[src/rtl/fifo_tx_pkg.sv]
// Shared definitions for the FIFO-to-serial drain block:
// FSM encoding, frame length and default bit timing.
package fifo_tx_pkg;

  typedef enum logic [2:0] {
    S_IDLE  = 3'd0,
    S_POP   = 3'd1,
    S_START = 3'd2,
    S_DATA  = 3'd3,
    S_STOP  = 3'd4
  } state_t;

  localparam int DATA_W_DEF       = 8;
  localparam int CLKS_PER_BIT_DEF = 4;
  localparam int FRAME_BITS_DEF   = DATA_W_DEF + 2;

  function automatic int frame_bits(input int dw);
    return dw + 2;
  endfunction

endpackage

[src/rtl/fifo_tx_drain_baud.sv]
// Bit-period counter: tick marks the last clock of a bit,
// pre_tick the clock before it.
module baud_tick #(
  parameter int CLKS_PER_BIT = 4
) (
  input  logic clk,
  input  logic rst,
  input  logic clr,
  output logic tick,
  output logic pre_tick
);

  localparam int CW = (CLKS_PER_BIT > 1) ? $clog2(CLKS_PER_BIT) : 1;
  localparam logic [CW-1:0] LAST = CW'(CLKS_PER_BIT - 1);
  localparam logic [CW-1:0] PRE  = CW'(CLKS_PER_BIT - 2);

  logic [CW-1:0] r_cnt;

  always_ff @(posedge clk) begin
    if (rst || clr || tick) r_cnt <= '0;
    else                    r_cnt <= r_cnt + CW'(1);
  end

  assign tick     = (r_cnt == LAST);
  assign pre_tick = (r_cnt == PRE);

endmodule

[src/rtl/fifo_tx_drain.sv]
// Pops the FIFO head whenever it is non-empty and sends it
// as a start/8-data/stop serial frame, LSB first.
module fifo_tx_drain
  import fifo_tx_pkg::*;
#(
  parameter int DATA_W       = DATA_W_DEF,
  parameter int CNT_W        = 5,
  parameter int CLKS_PER_BIT = CLKS_PER_BIT_DEF
) (
  input  logic              clk,
  input  logic              rst,
  input  logic              en,
  input  logic [DATA_W-1:0] fifo_dout,
  input  logic [CNT_W-1:0]  fifo_count,
  output logic              en_out,
  output logic              tx,
  output logic              busy,
  output logic              tx_done,
  output logic [2:0]        state
);

  localparam logic [2:0] BIT_LAST = 3'(DATA_W - 1);

  state_t            r_state, w_next;
  logic [DATA_W-1:0] r_shift, w_shift_next;
  logic [2:0]        r_bit, w_bit_next;
  logic              r_en_out, r_tx, r_busy, r_done;
  logic              w_tx_next, w_done_next;
  logic              w_tick, w_pre, w_clr;

  baud_tick #(
    .CLKS_PER_BIT(CLKS_PER_BIT)
  ) u_baud (
    .clk     (clk),
    .rst     (rst),
    .clr     (w_clr),
    .tick    (w_tick),
    .pre_tick(w_pre)
  );

  always_comb begin
    w_next       = r_state;
    w_shift_next = r_shift;
    w_bit_next   = r_bit;
    unique case (r_state)
      S_IDLE:  if (en && fifo_count != '0) w_next = S_POP;
      S_POP: begin
        w_shift_next = fifo_dout;
        w_bit_next   = '0;
        w_next       = S_START;
      end
      S_START: if (w_tick) w_next = S_DATA;
      S_DATA: begin
        if (w_tick) begin
          w_shift_next = r_shift >> 1;
          w_bit_next   = r_bit + 3'd1;
          if (r_bit == BIT_LAST) w_next = S_STOP;
        end
      end
      S_STOP:  if (w_tick) w_next = S_IDLE;
      default: w_next = S_IDLE;
    endcase
  end

  // Outputs are computed from next-state so the flops line up with it
  always_comb begin
    w_clr       = (w_next != r_state);
    w_tx_next   = 1'b1;
    w_done_next = (r_state == S_STOP) && w_pre;
    if (w_next == S_START)     w_tx_next = 1'b0;
    else if (w_next == S_DATA) w_tx_next = w_shift_next[0];
  end

  always_ff @(posedge clk) begin
    if (rst) begin
      r_state  <= S_IDLE;
      r_shift  <= '0;
      r_bit    <= '0;
      r_en_out <= 1'b0;
      r_tx     <= 1'b1;
      r_busy   <= 1'b0;
      r_done   <= 1'b0;
    end else begin
      r_state  <= w_next;
      r_shift  <= w_shift_next;
      r_bit    <= w_bit_next;
      r_en_out <= (w_next == S_POP);
      r_tx     <= w_tx_next;
      r_busy   <= (w_next != S_IDLE);
      r_done   <= w_done_next;
    end
  end

  assign en_out  = r_en_out;
  assign tx      = r_tx;
  assign busy    = r_busy;
  assign tx_done = r_done;
  assign state   = r_state;

endmodule

[config.mk]
export PLATFORM = sky130hd
export DESIGN_NAME = fifo_tx_drain
export DESIGN_NICKNAME = d
export VERILOG_FILES = /design/src/rtl/fifo_tx_pkg.sv /design/src/rtl/fifo_tx_drain_baud.sv /design/src/rtl/fifo_tx_drain.sv
export SDC_FILE = /design/constraint.sdc
export NUM_CORES = 1
export LEC_CHECK = 0
export ABC_AREA = 1
export CORE_MARGIN = 2
export CORE_UTILIZATION = 35
export CTS_CLUSTER_SIZE = 20
export DETAILED_ROUTE_END_ITERATION = 10
export PLACE_DENSITY = 0.62
export SLEW_MARGIN = 20
export SYNTH_ARGS = -nofsm -noshare
export SYNTH_HDL_FRONTEND = slang
export SYNTH_SLANG_ARGS = --single-unit
[constraint.sdc]
create_clock -name clk -period 1.55 [get_ports clk]
set_input_delay 0.155 -clock clk [delete_from_list [all_inputs] [get_ports clk]]
set_output_delay 0.155 -clock clk [all_outputs]
set_load 0.005 [all_outputs]
==> metrics.md, run 1 <==
| Metric | Value |
|---|---|
| Worst slew pin tran | `246.1 ps` |
| Compound-gate portion of the synthesized area | `9.517%` |
| Overall Global Routing Usage | `14.67%` |
| Final instance area | `1245 um^2` |
| Share of layout cells above drive strength 1 | `14.67%` |
| Setup TNS | `0 ps` |
| Grt total ovfl | `0` |
| Clock root buffer | `clkbuf_4` |
| CTS H-tree depth | `1` |
| Crit path launch | `state[0]` |
| Worst-path cell chain | `clkdlybuf4s50_1` |
| DPL Wire Length | `1623 um` |
| Hold Buf Count CTS | `0` |
| WP buf/inv | `1` |
| Critical Path RT | `1390 ps` |
| Mux cell area share after synthesis | `0%` |
| Largest family of logic cells by synthesized area | `simple AND/OR/NAND/NOR gates` |
| Status | `complete, no violations` |
| # clock sinks | `20` |
| Maximum VDD drop | `0.8373 mV` |
| Placed insts | `176` |
| Area growth from synthesis to layout | `33.38%` |
| Final Setup Violations | `0` |
| CTS Buf Count | `3` |
| Final hold violations | `0` |
| Layout Cells excl Fill | `180` |
| Number of max-cap violations | `0` |
| Post-CTS setup buffers | `0` |
| Initial core utilization | `37.34%` |
| Detailed Routing Iterations Pass 1 | `4` |
| Vias/cell | `5.139` |
| DIE AREA | `3096 um^2` |
| Reg2reg start | `r_bit[0]` |
| CP max FO | `5` |
| Synth unique cells | `21` |
| DP Area | `1209 um^2` |
| Ports | `23` |
| Mapped Cells | `122` |
| Crit. End Element | `output port` |
| IO buf count | `22` |
| Clock transition at the registers of the reported paths | `120 ps` |
| Fin crit share | `93.32%` |
| Die X | `55.64 um` |
| Syn avg cell area | `7.651 um^2` |
| Worst setup SP type | `flip-flop` |
| RSZ-0062 raised after global routing | `no` |
| Layout Skew | `10.87 ps` |
| DR iter-0 viols | `11` |
| Crit path depth | `1` |
| HP Class | `in -> reg` |
| Warnings, synthesis | `0` |
| Crit path time final | `1446 ps` |
| Overall routed net length | `2091 um` |
| Ant. Diodes | `0` |
| Pleak | `0.5203 nW` |
| Vias in the first global route | `880` |
| Initial antenna violation count | `0` |
| Clk_lat worst skew | `310 ps` |
| #FFs+latches synth | `20` |
| Post_cts resized | `0` |
| Die Ht | `55.64 um` |
| Row count | `18` |
| Core ar. | `2500 um^2` |
| Net Count, Synth | `142` |
| CTS tree | `built` |
| Post-DRT Antenna Nets | `0` |
| Crit path to | `state[0]` |
| DRC errors left | `0` |
| Critical R2R Capture | `en_out` |
| Final Net Count | `171` |
| Tot Pwr | `1.096 mW` |
| Vias | `925` |
| GP Congestion | `0.9543` |
| Worst path max stage delay | `540 ps` |
| Crit path max-delay family | `buffers and inverters` |
| Pwr Density | `880.0 nW/um^2` |
| CP max-delay cell | `clkdlybuf4s50_1` |
| Simple-Gate Fraction of Synth Area | `35.66%` |
| Largest net degree at the start of global routing | `16` |
| Slew Limit Fails | `0` |
| Critical setup path kind | `reg -> out` |
| Worst EP arrival | `1290 ps` |
| Clock Tree Buf Depth | `2` |
| First-pass GRT wire length | `3650 um` |
| Synth Area in Adders | `5.362%` |
| Slew HR | `83.58%` |
| Sequential element share of the synthesized area | `42.90%` |
| Final Core Density | `49.80%` |
| Register-to-register setup slack | `130 ps` |
| R2R depth | `7` |
| Drt wl/cell | `11.62 um` |
| Syn Std Cell Area | `933.4 um^2` |
| Fmax | `0.6914 GHz` |
| XOR/XNOR share of the synthesized area | `0%` |
layout by cell type, fill, tap and decap left out, drive strengths merged:
| cell type | netlist | layout |
|---|---|---|
| a21oi | 6 | 6 |
| a31oi | 6 | 6 |
| buf | 2 | 5 |
| clkbuf | 1 | 4 |
| clkdlybuf4s50 | 0 | 22 |
| dfxtp | 20 | 20 |
| ha | 4 | 4 |
| inv | 11 | 11 |
| nand2 | 32 | 32 |
| nand3 | 24 | 24 |
| nand3b | 1 | 1 |
| nand4 | 2 | 2 |
| nor2 | 10 | 10 |
| nor3 | 1 | 1 |
| o21ai | 2 | 2 |
Yosys cell counts:
cell type	number	area (um^2)
clkbuf_1	1	3.750
nor2_1	9	33.78
nand3_2	2	20.02
inv_2	3	11.26
nand3_1	22	110.1
nand3b_1	1	7.510
o21ai_0	1	5.000
a31oi_1	6	37.54
buf_2	1	5.000
a21oi_2	2	17.52
o21ai_2	1	8.760
ha_1	4	50.05
a21oi_1	4	20.02
nor3_2	1	10.01
inv_1	8	30.03
nand2_1	29	108.9
nand2_2	3	18.77
dfxtp_1	20	400.4
buf_6	1	11.26
nor2_4	1	11.26
nand4_1	2	12.51
cell type report:
cell class                      instances  area [um^2]
Clock buffer                            4        36.28
Fill cell                             255         1255
Inverter                               11        41.29
Multi-Input combinational cell         88        471.7
Sequential cell                        20        400.4
Tap cell                               30        37.54
Timing Repair Buffer                   27        257.7
cells by family after synthesis:
kind of cell | count (synthesis)
AOI/OAI and AO/OA | 14
DFF | 20
buffers and inverters | 14
and+or+nand+nor | 70
adders and majority gates | 4
worst min path at each step:
stage | startpoint | endpoint | slack (ps) | cells past startpoint
global route | fifo_dout[4] | r_shift[4] | 400 | 3
detailed placement | u_baud.r_cnt[0] | u_baud.r_cnt[0] | 440 | 1
CTS | fifo_dout[7] | r_shift[7] | 400 | 3
global placement | u_baud.r_cnt[0] | u_baud.r_cnt[0] | 430 | 1
finish | fifo_dout[7] | r_shift[7] | 400 | 3
floorplan | rst | en_out | 220 | 1
per-layer routing:
metal,GRT usage (%),vias to the layer above,wire length (um)
li1,-,466,-
met1,16.33,430,895
met2,26.87,29,1052
met3,5.581,0,143
met4,2.091,0,0
met5,0,-,0
through the flow:
step / setup slack [ps] / hold slack (ps)
global placement: 238.6 / 427.2
floorplan: 281.1 / 223.7
CTS: 114.5 / 395.3
detailed placement: 169.7 / 441.7
finish: 103.6 / 395.0
global route: 21.42 / 400.9
state kept, by name (all words and copies together) (netlist names):
signal / count
busy: 1
en_out: 1
r_bit: 3
r_shift: 8
state: 3
tx: 1
tx_done: 1
u_baud.r_cnt: 2
power breakdown:
part           switching, mW  internal, mW  total, mW
combinational          0.107         0.111      0.217
clock                  0.162         0.143      0.305
sequential            0.0224         0.551      0.573
Note: power is estimated with default switching activity, not from simulation.
==> run 2: changes to the inputs <==
Settings changed: CORE_MARGIN 2 to default, RECOVER_POWER from default to 50, REMOVE_ABC_BUFFERS from default to 1.
==> run 2 against run 1 <==
  * Non-clock buffer count down 1
  * Largest power group unchanged
  * Critical path depth is the same
  * Global-route usage rose by 1.4 points
  * Highest routed layer is now met4
  * Flip-flop and latch count did not move
  * Combinational power down 4%
  * Worst hold slack improved by 22 ps
  * Final area down 0.60%
  * Worst setup slack improved by 26 ps
  * Wire length shrank 0.24%
  * Total power shrank 1.3%
==> metrics.md, run 2 (synthesis gave the netlist of run 1 again) <==
| Metric | Value |
|---|---|
| RSZ-0062 raised after global routing | `no` |
| Initial antenna violation count | `0` |
| Worst Hold Path Cells | `3` |
| Crit path launch | `state[0]` |
| Crit path time final | `1420 ps` |
| Final Net Count | `170` |
| Pleak | `0.5241 nW` |
| Combinational power share | `19.3%` |
| Grt total ovfl | `0` |
| Post_cts resized | `0` |
| Switching pwr | `0.2824 mW` |
| Layout fillers | `265` |
| Worst slew pin tran | `252.8 ps` |
| Number of flip-flops in the largest register | `8` |
| Ant. Diodes | `0` |
| Maximum VDD drop | `0.4123 mV` |
| Initial core utilization | `37.34%` |
| Setup TNS | `0 ps` |
| Clock root buffer | `clkbuf_4` |
| Ports | `23` |
| Biggest register | `r_shift` |
| Largest net degree at the start of global routing | `16` |
| DRC errors left | `0` |
| Drt wl/cell | `11.65 um` |
| Crit. End Element | `output port` |
| Switching Fraction | `26.12%` |
| Vias | `887` |
| CP max-delay cell | `clkdlybuf4s50_1` |
| Reg2reg start | `r_bit[0]` |
| Clk_lat worst skew | `290 ps` |
| Number of max-cap violations | `0` |
| DIE AREA | `2877 um^2` |
| First-pass GRT wire length | `3353 um` |
| Worst setup SP type | `flip-flop` |
| Die Ht | `53.64 um` |
| # clock sinks | `20` |
| Area growth from synthesis to layout | `32.57%` |
| GP Congestion | `0.8627` |
| Final Setup Violations | `0` |
| Post-Place Setup Slack | `177.6 ps` |
| Critical Path RT | `1390 ps` |
| Vias in the first global route | `808` |
| Row count | `18` |
| Worst EP arrival | `1270 ps` |
| Slew Limit Fails | `0` |
| Layout Cells excl Fill | `179` |
| WP buf/inv | `1` |
| Overall routed net length | `2086 um` |
| Layout Skew | `4.428 ps` |
| Crit path to | `state[0]` |
| CP max FO | `5` |
| Crit path depth | `1` |
| CTS Buf Count | `3` |
| Most frequent cells in the layout | `29 x nand2_1, 22 x nand3_1, 20 x dfxtp_1, 17 x clkdlybuf4s50_1, 9 x nor2_1` |
| Vias/cell | `4.955` |
| CTS tree | `built` |
| DPL Wire Length | `1616 um` |
| DR iter-0 viols | `10` |
| Seq pwr share | `52.9%` |
| IO buf count | `22` |
| Clock Tree Buf Depth | `2` |
| CTS H-tree depth | `1` |
| Post-DRT Antenna Nets | `0` |
| Setup WS post-layout | `129.7 ps` |
| Worst path max stage delay | `530 ps` |
| Clock transition at the registers of the reported paths | `120 ps` |
| Final hold violations | `0` |
| Critical setup path kind | `reg -> out` |
| Slew HR | `83.11%` |
| Core ar. | `2500 um^2` |
| Status | `complete, no violations` |
| Detailed Routing Iterations Pass 1 | `4` |
| Die X | `53.64 um` |
| Critical R2R Capture | `u_baud.r_cnt[0]` |
| Placed insts | `175` |
| Pwr Density | `873.7 nW/um^2` |
| Worst-path cell chain | `clkdlybuf4s50_1` |
| Share of layout cells above drive strength 1 | `14.09%` |
| Crit path max-delay family | `buffers and inverters` |
| R2R depth | `8` |
| HP Class | `in -> reg` |
| Overall Global Routing Usage | `16.09%` |
| Fin crit share | `91.64%` |
| Hold Buf Count CTS | `0` |
| Leading cell type in the layout, fill and taps excluded | `nand2_1` |
| Post-CTS setup buffers | `0` |
| Fmax | `0.7041 GHz` |
| Clock share of power | `27.8%` |
| Register-to-register setup slack | `180 ps` |
| Internal | `0.7988 mW` |
==> run 2: per-stage QoR <==
step | instance area [um^2] | util [%] | hold WS [ps] | power (mW)
after floorplan | 913.4 | - | 223.7 | 0.6900
after global placement | 1201 | 48.05 | 427.8 | 0.7940
after detailed placement | 1201 | 48.05 | 441.5 | 0.7987
after CTS | 1237 | 49.50 | 413.2 | 1.100
after global routing | 1237 | 49.50 | 436.2 | 1.141
final | 1237 | 49.50 | 416.6 | 1.081
==> run 2: cell type report <==
class	instances	area, um^2	share of cell area (%)
inverter	11	41.29	3.337
sequential	20	400.4	32.36
tap	30	37.54	3.033
multi-input combinational	88	471.7	38.12
timing repair buffer	26	250.2	20.22
clock buffer	4	36.28	2.932
==> run 2: power groups by stage <==
stage	logic, mW	registers, mW	clock network [mW]
5_1_grt	0.235	0.576	0.330
4_1_cts	0.215	0.573	0.312
3_5_place_dp	0.215	0.584	0
3_3_place_gp	0.211	0.583	0
2_1_floorplan	0.109	0.581	0
6_report	0.209	0.571	0.301
==> run 2: how the worst min path moves through the flow <==
| stage | from | endpoint | slack (ps) |
|---|---|---|---|
| final | fifo_dout[7] | r_shift[7] | 420 |
| after global placement | u_baud.r_cnt[0] | u_baud.r_cnt[0] | 430 |
| after global routing | fifo_dout[7] | r_shift[7] | 440 |
| after floorplan | rst | en_out | 220 |
| after CTS | fifo_dout[7] | r_shift[7] | 410 |
| after detailed placement | u_baud.r_cnt[0] | u_baud.r_cnt[0] | 440 |
==> run 2: routing by layer <==
| metal | share of wire [%] | global-route usage, % | vias up | wire length [um] |
|---|---|---|---|---|
| met3 | 5.1 | 3.107 | 2 | 107 |
| met5 | 0 | 0 | - | 0 |
| met2 | 50 | 29.17 | 25 | 1038 |
| met1 | 44 | 18.23 | 399 | 926 |
| met4 | 0.67 | 6.579 | 0 | 14 |
| li1 | - | - | 461 | - |
